--- config.mk ---
export PLATFORM = sky130hd
export DESIGN_NAME = mult_share_arb
export DESIGN_NICKNAME = d
export VERILOG_FILES = /design/src/rtl/mult_share_arb.sv
export SDC_FILE = /design/constraint.sdc
export NUM_CORES = 1
export LEC_CHECK = 0
export BUFFER_PORTS_ARGS = -buffer_cell sky130_fd_sc_hd__clkbuf_2
export CORE_ASPECT_RATIO = 0.5
export CORE_MARGIN = 3
export CORE_UTILIZATION = 35
export CTS_CLUSTER_DIAMETER = 80
export DETAILED_ROUTE_END_ITERATION = 6
export PLACE_DENSITY = 0.71
export SYNTH_ARGS = -nofsm -noshare
export SYNTH_HDL_FRONTEND = slang
export SYNTH_SLANG_ARGS = --single-unit
export TNS_END_PERCENT = 10
--- constraint.sdc ---
create_clock -name clk -period 6.65 [get_ports clk]
set_input_delay 0.665 -clock clk [delete_from_list [all_inputs] [get_ports clk]]
set_output_delay 0.665 -clock clk [all_outputs]
set_load 0.02 [all_outputs]
--- src/rtl/mult_share_arb.sv ---
`default_nettype none
// ============================================================================
// Module   : mult_share_arb
// Brief    : Shares one Q1.15 x B_DATA_W multiplier among NUM_CH requesters
//            with channel-tagged results and per-channel result registers.
//            Define MULT_ARB_FIXED_PRIO_EN for lowest-index-first priority.
// Revision : 1.0 - initial release
// ============================================================================
module mult_share_arb #(
  parameter int NUM_CH   = 4,
  parameter int A_DATA_W = 16,
  parameter int B_DATA_W = 24,
  parameter int MULT_LAT = 1
) (
  input  logic                         clk,
  input  logic                         reset,
  input  logic [NUM_CH-1:0]            i_req_valid,
  input  logic [NUM_CH*A_DATA_W-1:0]   i_req_a,
  input  logic [NUM_CH*B_DATA_W-1:0]   i_req_b,
  output logic [NUM_CH-1:0]            o_req_ready,
  output logic [NUM_CH-1:0]            o_res_valid,
  output logic [NUM_CH*B_DATA_W-1:0]   o_res_c,
  input  logic [NUM_CH-1:0]            i_res_ready,
  output logic                         o_m_valid,
  output logic                         o_m_ready,
  output logic [A_DATA_W-1:0]          o_m_a,
  output logic [B_DATA_W-1:0]          o_m_b,
  input  logic                         i_m_valid,
  input  logic [B_DATA_W-1:0]          i_m_c
);

  localparam int c_ch_w = (NUM_CH > 1) ? $clog2(NUM_CH) : 1;

  logic [NUM_CH-1:0]   busy_q, busy_d;
  logic [NUM_CH-1:0]   res_vld_q, res_vld_d;
  logic [B_DATA_W-1:0] res_q [NUM_CH];
  logic [B_DATA_W-1:0] res_d [NUM_CH];
  logic [MULT_LAT-1:0] tag_vld_q, tag_vld_d;
  logic [c_ch_w-1:0]   tag_ch_q [MULT_LAT];
  logic [c_ch_w-1:0]   tag_ch_d [MULT_LAT];
  logic                err_q, err_d;
`ifndef MULT_ARB_FIXED_PRIO_EN
  localparam logic [c_ch_w:0] c_num_ch = (c_ch_w+1)'(NUM_CH);
  logic [c_ch_w-1:0]   rr_ptr_q, rr_ptr_d;
  logic [c_ch_w:0]     w_idx;
`endif

  logic [NUM_CH-1:0]   w_eligible;
  logic [NUM_CH-1:0]   w_drain;
  logic                w_grant_vld;
  logic [c_ch_w-1:0]   w_grant_ch;
  logic                w_head_vld;
  logic [c_ch_w-1:0]   w_head_ch;

  // A channel stays busy until its result is consumed, so a returning
  // product always finds its result register empty.
  assign w_drain    = res_vld_q & i_res_ready;
  assign w_eligible = i_req_valid & ~busy_q;
  assign w_head_vld = tag_vld_q[MULT_LAT-1];
  assign w_head_ch  = tag_ch_q[MULT_LAT-1];

  always_comb begin
    w_grant_vld = 1'b0;
    w_grant_ch  = '0;
`ifdef MULT_ARB_FIXED_PRIO_EN
    for (int i = 0; i < NUM_CH; i++) begin
      if (!w_grant_vld && w_eligible[i]) begin
        w_grant_vld = 1'b1;
        w_grant_ch  = c_ch_w'(i);
      end
    end
`else
    w_idx = '0;
    for (int i = 0; i < NUM_CH; i++) begin
      w_idx = {1'b0, rr_ptr_q} + (c_ch_w+1)'(i);
      if (w_idx >= c_num_ch) begin
        w_idx = w_idx - c_num_ch;
      end
      if (!w_grant_vld && w_eligible[w_idx[c_ch_w-1:0]]) begin
        w_grant_vld = 1'b1;
        w_grant_ch  = w_idx[c_ch_w-1:0];
      end
    end
`endif
    if (reset) begin
      w_grant_vld = 1'b0;
      w_grant_ch  = '0;
    end
  end

  always_comb begin
    o_req_ready = '0;
    o_m_valid   = w_grant_vld;
    o_m_ready   = ~reset;
    o_m_a       = '0;
    o_m_b       = '0;
    if (w_grant_vld) begin
      o_req_ready[w_grant_ch] = 1'b1;
      o_m_a = i_req_a[int'(w_grant_ch)*A_DATA_W +: A_DATA_W];
      o_m_b = i_req_b[int'(w_grant_ch)*B_DATA_W +: B_DATA_W];
    end
  end

  always_comb begin
    tag_vld_d    = '0;
    tag_vld_d[0] = w_grant_vld;
    tag_ch_d[0]  = w_grant_ch;
    for (int i = 1; i < MULT_LAT; i++) begin
      tag_vld_d[i] = tag_vld_q[i-1];
      tag_ch_d[i]  = tag_ch_q[i-1];
    end
  end

  // A result with no matching tag is dropped; a tag with no result is flagged.
  always_comb begin
    busy_d    = busy_q & ~w_drain;
    res_vld_d = res_vld_q & ~w_drain;
    res_d     = res_q;
    err_d     = err_q | (w_head_vld & ~i_m_valid);
    if (w_grant_vld) begin
      busy_d[w_grant_ch] = 1'b1;
    end
    if (i_m_valid && w_head_vld) begin
      res_vld_d[w_head_ch] = 1'b1;
      res_d[w_head_ch]     = i_m_c;
    end
  end

`ifndef MULT_ARB_FIXED_PRIO_EN
  always_comb begin
    rr_ptr_d = rr_ptr_q;
    if (w_grant_vld) begin
      rr_ptr_d = (w_grant_ch == c_ch_w'(NUM_CH-1)) ? '0 : w_grant_ch + 1'b1;
    end
  end
`endif

  always_ff @(posedge clk or posedge reset) begin
    if (reset) begin
      busy_q    <= '0;
      res_vld_q <= '0;
      tag_vld_q <= '0;
      err_q     <= 1'b0;
      for (int k = 0; k < NUM_CH; k++) begin
        res_q[k] <= '0;
      end
      for (int i = 0; i < MULT_LAT; i++) begin
        tag_ch_q[i] <= '0;
      end
`ifndef MULT_ARB_FIXED_PRIO_EN
      rr_ptr_q  <= '0;
`endif
    end else begin
      busy_q    <= busy_d;
      res_vld_q <= res_vld_d;
      tag_vld_q <= tag_vld_d;
      err_q     <= err_d;
      for (int k = 0; k < NUM_CH; k++) begin
        res_q[k] <= res_d[k];
      end
      for (int i = 0; i < MULT_LAT; i++) begin
        tag_ch_q[i] <= tag_ch_d[i];
      end
`ifndef MULT_ARB_FIXED_PRIO_EN
      rr_ptr_q  <= rr_ptr_d;
`endif
    end
  end

  assign o_res_valid = res_vld_q;

  generate
    for (genvar k = 0; k < NUM_CH; k++) begin : g_res_out
      assign o_res_c[k*B_DATA_W +: B_DATA_W] = res_q[k];
    end
  endgenerate

endmodule
`default_nettype wire

Word level (Yosys, flattened, before mapping)

Index checks and enable logic that the tools add are counted.

Bits in registers: 109
Input bits: 195
Output and inout port bits: 146
Logic and storage cells: 90

Add/subtract/negate cells: 8
$mul: 1
$lt $le $gt $ge: 14
Equal/unequal tests: 1
Shift-type cells: 2
Muxes and demuxes: 35
Bitwise logic cells: 10
Reductions and logical operators: 10

Operators with widths:

| kind                | number |
|---|---|
| $bwmux 96           | 1 |
| $shiftx 96x8->24    | 1 |
| $shiftx 64x7->16    | 1 |
| $demux 24 s2        | 1 |
| $mux 24             | 2 |
| $mux 2              | 10 |
| $lt 2x3->1 const B  | 6 |
| $and 4x4->4         | 4 |
| $mux 16             | 1 |
| $ge 3x3->1 const B  | 4 |
| $mux 4              | 3 |
| $mux 1              | 11 |
| $bmux 1 s2          | 4 |
| $not 4->4           | 2 |
| $or 4x4->4          | 2 |
| $sub 2x1->2 const B | 4 |
| $logic_and 1x1->1   | 7 |
| $add 2x2->3 const B | 2 |
| $demux 1 s2         | 2 |
| $ge 2x1->1 const B  | 2 |
| $mul 2x2->4 const B | 1 |
| $add 2x1->3 const B | 1 |
| $ge 2x3->1 const B  | 1 |
| $logic_not 1->1     | 3 |
| other kinds (5)     | 5 |

Logic depth before layout (Yosys ltp)

Gate-level depths: netlist (run 1).

Depth after elaboration: 21
Depth in mapped cells: 10
Mapped depth without buffers: 8

Worst setup path after synthesis (run 1)

OpenSTA, ideal clock, no wires.

Path kind: input port to output port
Start: input reset
End: output o_req_ready[0]
Arrival time: 4.443 ns
Path slack: 1.542 ns
Cell stages on the path: 6
Path buffers: 0
Cells stage by stage: inv_1 -> o41ai_4 -> nor2_1 -> inv_1 -> ha_1 -> and2_1

RTL lines:

| what               | RTL line | source |
|---|---|---|
| start: declaration | 16       | `input logic reset,` |
| end: declaration   | 20       | `output logic [NUM_CH-1:0] o_req_ready,` |

Worst setup path in the final report (run 1)

Start: input i_req_valid[1]
End: output o_m_b[21]

Cells in the longest elaborated chain, start to end: 17
Elaborated cells on any way between the ends: 28

Ends and longest elaborated chain:

| what                         | RTL line | source |
|---|---|---|
| start: declaration           | 17       | `input logic [NUM_CH-1:0] i_req_valid,` |
| $and 4x4->4 (*)              | 58       | `assign w_eligible = i_req_valid & ~busy_q;` |
| $bmux 1 s2                   | 79       | `if (!w_grant_vld && w_eligible[w_idx[c_ch_w-1:0]]) begin` |
| $mux 1 (implied by the code) | 79       |  |
| $mux 1                       | 79       |  |
| $logic_not 1->1              | 79       |  |
| $logic_and 1x1->1            | 79       |  |
| $mux 1                       | 79       |  |
| $logic_not 1->1              | 79       |  |
| $logic_and 1x1->1            | 79       |  |
| $mux 1                       | 79       |  |
| $logic_not 1->1              | 79       |  |
| $logic_and 1x1->1            | 79       |  |
| $mux 2                       | 79       |  |
| $mux 2                       | 85       | `if (reset) begin` |
| $mul 2x2->4                  | 100      | `o_m_b = i_req_b[int'(w_grant_ch)*B_DATA_W +: B_DATA_W];` |
| $shiftx 96x8->24             | 100      |  |
| $mux 24 (*)                  | 97       | `if (w_grant_vld) begin` |
| end: declaration             | 27       | `output logic [B_DATA_W-1:0] o_m_b,` |

Every way passes the cells marked *; elsewhere a longest branch is shown, timed or not. The select of a mux whose other input is x is not followed.

==> flow_summary.ini, run 1 <==
[critical_path]
start_kind = input pin
critPathMaxFanout = 43
end_kind = output port
crit_required_ns = 5.98
arrival_ns = 3.63
crit_type = in2out

[detailed_routing]
drt-total-wl_um = 20080
post_drt_wl_per_cell_um = 18.75
drtIter0Drc = 191
dr_total_vias = 5605
drc = 0
firstDrtPassIters = 4
detail-route-antenna-nets = 0
routed_via_density = 5.233

[layout]
regArea_um2 = 2728
layout-drive-gt1-share_pct = 66.91
final_core_utilization_pct = 48.54
antenna_cells = 0
multi_input_area_um2 = 3373
fillCellCount = 1672
syn2layout_area_growth_pct = 32.34
nets = 1031

[timing]
post-route-period-util_pct = 64.60
tightest_slew_ns = 1.114
hold_viol_final = 0
fin_crit_ns = 4.296
finalSetupTns_ns = 0
finalSetupViolCount = 0
rsz0062_at_grt = no
fmax_mhz = 232.8
clock-skew-final_ns = 0.004677
slew_headroom_pct = 25.76
slew_violations = 0

[die]
dieHeight_um = 102.8
die_area_um2 = 20500
initial_core_util_pct = 36.68
io_pins = 341
coreArea_um2 = 17870
rows = 34
die_w_um = 199.5

[global_route]
grt_remaining_overflow = 0
grt_pass1_vias = 5662
antenna_found_initial = 0
grt_max_degree = 69
grt_pass1_wl_um = 29860
track_usage_pct = 18.46

[power_and_ir_drop]
leakagePower_nw = 4.343
power-per-cell-area_nw_per_um2 = 478.5
ir_drop_uv = 288.5
power_mw = 4.150

[synth]
synthFlopType = dfrtp_1
synthesis.area_um2 = 6554
syn_nets = 715
async_flop_share_pct = 100.0
synth_cell_types = 39
synth_edf_count = 0
yosysWarnings = 0
seq_area_frac_synth_pct = 41.62
synth_seq_cells = 109
postSynthCellCount = 516
syn_area_per_cell_um2 = 12.70

[min_path]
min_path_type = in2async

[cts]
clockBufferDepth = 2
cts_sinks = 109
clk_pin_slew_worst_paths_ns = 0.07
cts_resized = 0
hold_buffers = 0
clkLatencyLatePin_ns = 0.34
cts_tree = yes
cts_max_level = 3
postCtsSetupBuffers = 0
cts-root-buf = clkbuf_16
tritoncts.num_buffers = 9

[placed_design]
portBuffers = 340
hpwl_um = 15210
gp_congestion = 0.8238

[job]
cap_violations = 0

[run_status]
status = completed
-- area by class of cell --
type	instances	area share, %
sequential	109	31.45
timing repair buffer	355	20.92
inverter	50	2.193
clock inverter	6	0.5338
clock buffer	10	2.640
multi-input combinational	307	38.89
tap	234	3.376
-- cell usage after synthesis (2+ instances only) --
master	instances	area, um^2
ha_1	4	50.05
o21ai_0	4	20.02
nand2_1	7	26.28
a221oi_2	40	600.6
a211oi_2	40	500.5
nor2_1	2	7.510
nor2b_1	2	12.51
nand2b_1	3	18.77
a2111oi_0	40	350.3
nor3_1	2	10.01
mux2_2	96	1081
buf_4	4	30.03
inv_2	2	7.510
buf_2	6	30.03
clkbuf_4	4	30.03
buf_6	9	101.4
a21o_1	5	37.54
a21oi_1	2	10.01
inv_1	48	180.2
dfrtp_1	109	2728
mux2i_1	40	400.4
clkbuf_1	26	97.59
and2_1	5	31.28
-- critical path: stages --
cell and delay [ns]:
clkbuf_2 0.09, nand2b_1 0.06, buf_4 0.37, o31ai_1 0.20
a221oi_4 0.31, buf_4 0.56, and2_2 0.33, buf_4 0.56
a211oi_2 0.23, clkbuf_2 0.21
-- kinds of logic (layout without fill, tap and decap cells) --
logic type | Yosys count | after routing | synth area share (%)
AOI/OAI and AO/OA | 140 | 140 | 24.97
adders and majority gates | 4 | 4 | 0.7637
buffers and inverters | 100 | 421 | 7.560
DFF | 109 | 109 | 41.62
muxes | 136 | 136 | 22.60
and+or+nand+nor | 27 | 27 | 2.482
-- cells in the final DEF, fill, tap and decap left out, drive strengths merged, types with 5 or more instances in the layout --
cell and count:
inv 53, dfrtp 109, a2111oi 40, buf 15, mux2i 40, a221oi 41
a21o 5, clkbuf 350, mux2 96, nand2 7, and2 5, a211oi 40
-- report_power, final --
group / leakage (nW) / switching, mW / internal, mW
registers: 1.36 / 0.171 / 0.966
clock network: 0.135 / 0.238 / 0.258
logic: 2.85 / 1.55 / 0.966
-- flip-flops by register name, indices dropped and copies added (netlist names) --
register     count
busy_q           4
o_res_c         96
o_res_valid      4
rr_ptr_q         2
tag_ch_q         2
tag_vld_q        1
-- final timing paths --
path                                      from                        to  slack, ns  cells past startpoint
setup / recovery                i_req_valid[1]                 o_m_b[21]       2.35                     10
hold / removal                           reset  o_res_valid[3]$_DFF_PP0_       0.42                      2
setup reg to reg           busy_q[0]$_DFF_PP0_       busy_q[3]$_DFF_PP0_       3.37                      8
hold reg to reg            busy_q[1]$_DFF_PP0_       busy_q[1]$_DFF_PP0_       0.50                      1
max in group asynchronous                reset   o_res_c[49]$_DFFE_PP0P_       5.00                      3
min in group clk           busy_q[1]$_DFF_PP0_       busy_q[1]$_DFF_PP0_       0.50                      1
-- through the flow --
stage                     cell area [um^2]  setup WS (ns)  hold WS (ns)  instances
after floorplan                       6554          1.542        0.4638        516
after detailed placement              8398          2.363        0.4926       1055
after global placement                8398          2.432        0.4837       1055
after global routing                  8673          2.128        0.4477       1071
final                                 8673          2.354        0.4234       1071
after CTS                             8673          2.350        0.4363       1071
-- metal layers --
layer	global-route usage (%)	vias up	share of wire (%)
li1	-	2614	-
met1	22.24	2763	40
met2	33.92	198	52
met3	3.689	30	6.2
met4	5.463	0	1.9
met5	0	-	0
Note: power is estimated with default switching activity, not from simulation.
==> run 2: changes to the inputs <==
Settings changed: ABC_AREA set to 1.
Clock period 6.65 ns to 4.2 ns, I/O delays scaled along.
==> run 2 against run 1 <==
Net effect: core utilization is 0.35 points lower; first-iteration DRC count increased by 130%; hold slack worse by 0.15 ns; register-to-register slack lost 2.3 ns; global-route usage up 1.5 points; count of clock-buffer cells in the layout up 1; sequential share of layout area rose by 0.46 points; clock power up 64%; sequential power grew 54%; via count up 28%; design area down 1.4%.
==> flow_summary.ini, run 2 <==
[cts]
cts_resized = 0
postCtsSetupBuffers = 0
cts_tree = yes
clkLatencyLatePin_ns = 0.33
cts-root-buf = clkbuf_16
cts_max_level = 3
tritoncts.num_buffers = 9
clk_pin_slew_worst_paths_ns = 0.07
clockBufferDepth = 2
hold_buffers = 0
cts_sinks = 109

[detailed_routing]
routed_via_density = 4.885
dr_total_vias = 7167
drt-total-wl_um = 21480
firstDrtPassIters = 5
drc = 0
post_drt_wl_per_cell_um = 14.64
drtIter0Drc = 435
detail-route-antenna-nets = 0

[run_status]
status = completed

[synth]
seq_area_frac_synth_pct = 42.11
syn_nets = 1136
syn_area_per_cell_um2 = 6.913
yosys-top-cells-count = nand2_1 (203), inv_1 (202), dfrtp_1 (109)
synth_top_cell_by_area = dfrtp_1
yosysWarnings = 0
synth.most_common_cell = nand2_1
async_flop_share_pct = 100.0
synth_cell_types = 19
ys_top_cells_by_area = dfrtp_1 (42%), nand2_1 (12%), inv_1 (12%)
postSynthCellCount = 937
synth_seq_cells = 109
synthesis.area_um2 = 6477
synth_top_area_share_pct = 42.11
synthFlopType = dfrtp_1
synth_edf_count = 0

[layout]
syn2layout_area_growth_pct = 31.99
layout-drive-gt1-share_pct = 31.06
nets = 1427
final_core_utilization_pct = 48.19
mostFrequentLayoutCells = clkbuf_2 (340), nand2_1 (203), inv_1 (201)
design_area_um2 = 8549
largest_reg_flops = 96
antenna_cells = 0
fillCellCount = 1795
layout_commonest_cell = clkbuf_2
multi_input_area_um2 = 2701
regArea_um2 = 2728
stdcell_count = 1467

[global_route]
track_usage_pct = 20.00
antenna_found_initial = 0
grt_pass1_vias = 6654
grt_max_degree = 85
grt_pass1_wl_um = 33110
grt_remaining_overflow = 0

[job]
cap_violations = 0

[placed_design]
gp_congestion = 0.9180
dp.cells = 1451
dp_slack_ns = 0.8528
hpwl_um = 15550
placed_area_um2 = 8254
portBuffers = 340

[die]
die_w_um = 198.4
coreArea_um2 = 17740
rows = 34
dieHeight_um = 102.2
die_area_um2 = 20270
initial_core_util_pct = 36.51
io_pins = 341

[critical_path]
crit_required_ns = 3.78
end_kind = output port
critPathMaxFanout = 84
arrival_ns = 3.32
start_kind = flip-flop
crit_type = reg2out
reg2reg_slack_ns = 1.09

[min_path]
min_path_type = in2reg

[timing]
rsz0062_at_grt = no
tightest_slew_ns = 0.9600
fmax_mhz = 267.2
slew_violations = 0
post-route-period-util_pct = 89.12
fin_crit_ns = 3.743
hold_ws_ns = 0.2775
worst_slack_ns = 0.4569
hold_viol_final = 0
finalSetupViolCount = 0
slew_headroom_pct = 35.92
clock-skew-final_ns = 0.006790
finalSetupTns_ns = 0

[power_and_ir_drop]
ir_drop_uv = 541.9
power_mw = 6.389
leakagePower_nw = 5.227
power-per-cell-area_nw_per_um2 = 747.3
-- run 2: changes by cell type in the layout (fill, tap and decap cells not counted), moves of 42 or more --
cell and delta:
nand2_1 +196, inv_1 +154, o21ai_0 +98, mux2_2 -96
nand3_1 +96, nand4_1 +80, a21oi_1 +42
-- run 2: final timing paths --
| check | depth (start not counted) | start | endpoint |
|---|---|---|---|
| worst max-delay path | 14 | rr_ptr_q[0]$_DFFE_PP0P_ | o_req_ready[3] |
| worst min-delay path | 2 | i_res_ready[3] | o_res_valid[3]$_DFF_PP0_ |
| worst max register to register | 13 | rr_ptr_q[0]$_DFFE_PP0P_ | busy_q[0]$_DFF_PP0_ |
| worst min register to register | 2 | o_res_c[6]$_DFFE_PP0P_ | o_res_c[6]$_DFFE_PP0P_ |
| max in group asynchronous | 3 | reset | o_res_c[11]$_DFFE_PP0P_ |
| min in group asynchronous | 3 | reset | o_res_c[28]$_DFFE_PP0P_ |
-- run 2: cells by family after synthesis --
group           after synthesis  share of synthesized area, %
simple gates                405                         29.26
fa+ha+maj                     4                        0.7727
flops                       109                         42.11
buf+inv                     273                         16.57
compound gates              146                         11.28
-- run 2: final cells by class --
type | instances | share of cell area (%)
flip-flops and latches | 109 | 31.90
multi-input cells | 555 | 31.60
repair buffers | 347 | 20.52
inverters | 206 | 9.103
well taps | 234 | 3.425
clock buffers | 11 | 2.956
clock inverters | 5 | 0.4976
-- run 2: critical path, cell delays in order, from the launching register on --
cell and delay [ns]:
dfrtp_1 0.57, inv_2 0.12, nand3_1 0.13, nand3_1 0.11, nand2_2 0.17, inv_2 0.04
nor2_1 0.08, nor2_1 0.05, nand2_2 0.10, nand3_4 0.68, inv_1 0.35, ha_1 0.19
inv_1 0.06, nor2_1 0.13, clkbuf_2 0.21
-- run 2: metal layers --
metal / global-route usage (%) / part of all wire [%] / routed length [um] / vias up
met2: 35.56 / 51 / 10880 / 299
met1: 25.91 / 41 / 8846 / 3290
met4: 4.726 / 1.3 / 279 / 0
met3: 3.195 / 6.8 / 1467 / 25
li1: - / - / - / 3553
met5: 0 / 0 / 0 / -
-- run 2: where the power goes --
part           internal, mW  switching, mW
combinational          1.13           2.69
clock                 0.440          0.377
sequential             1.49          0.259
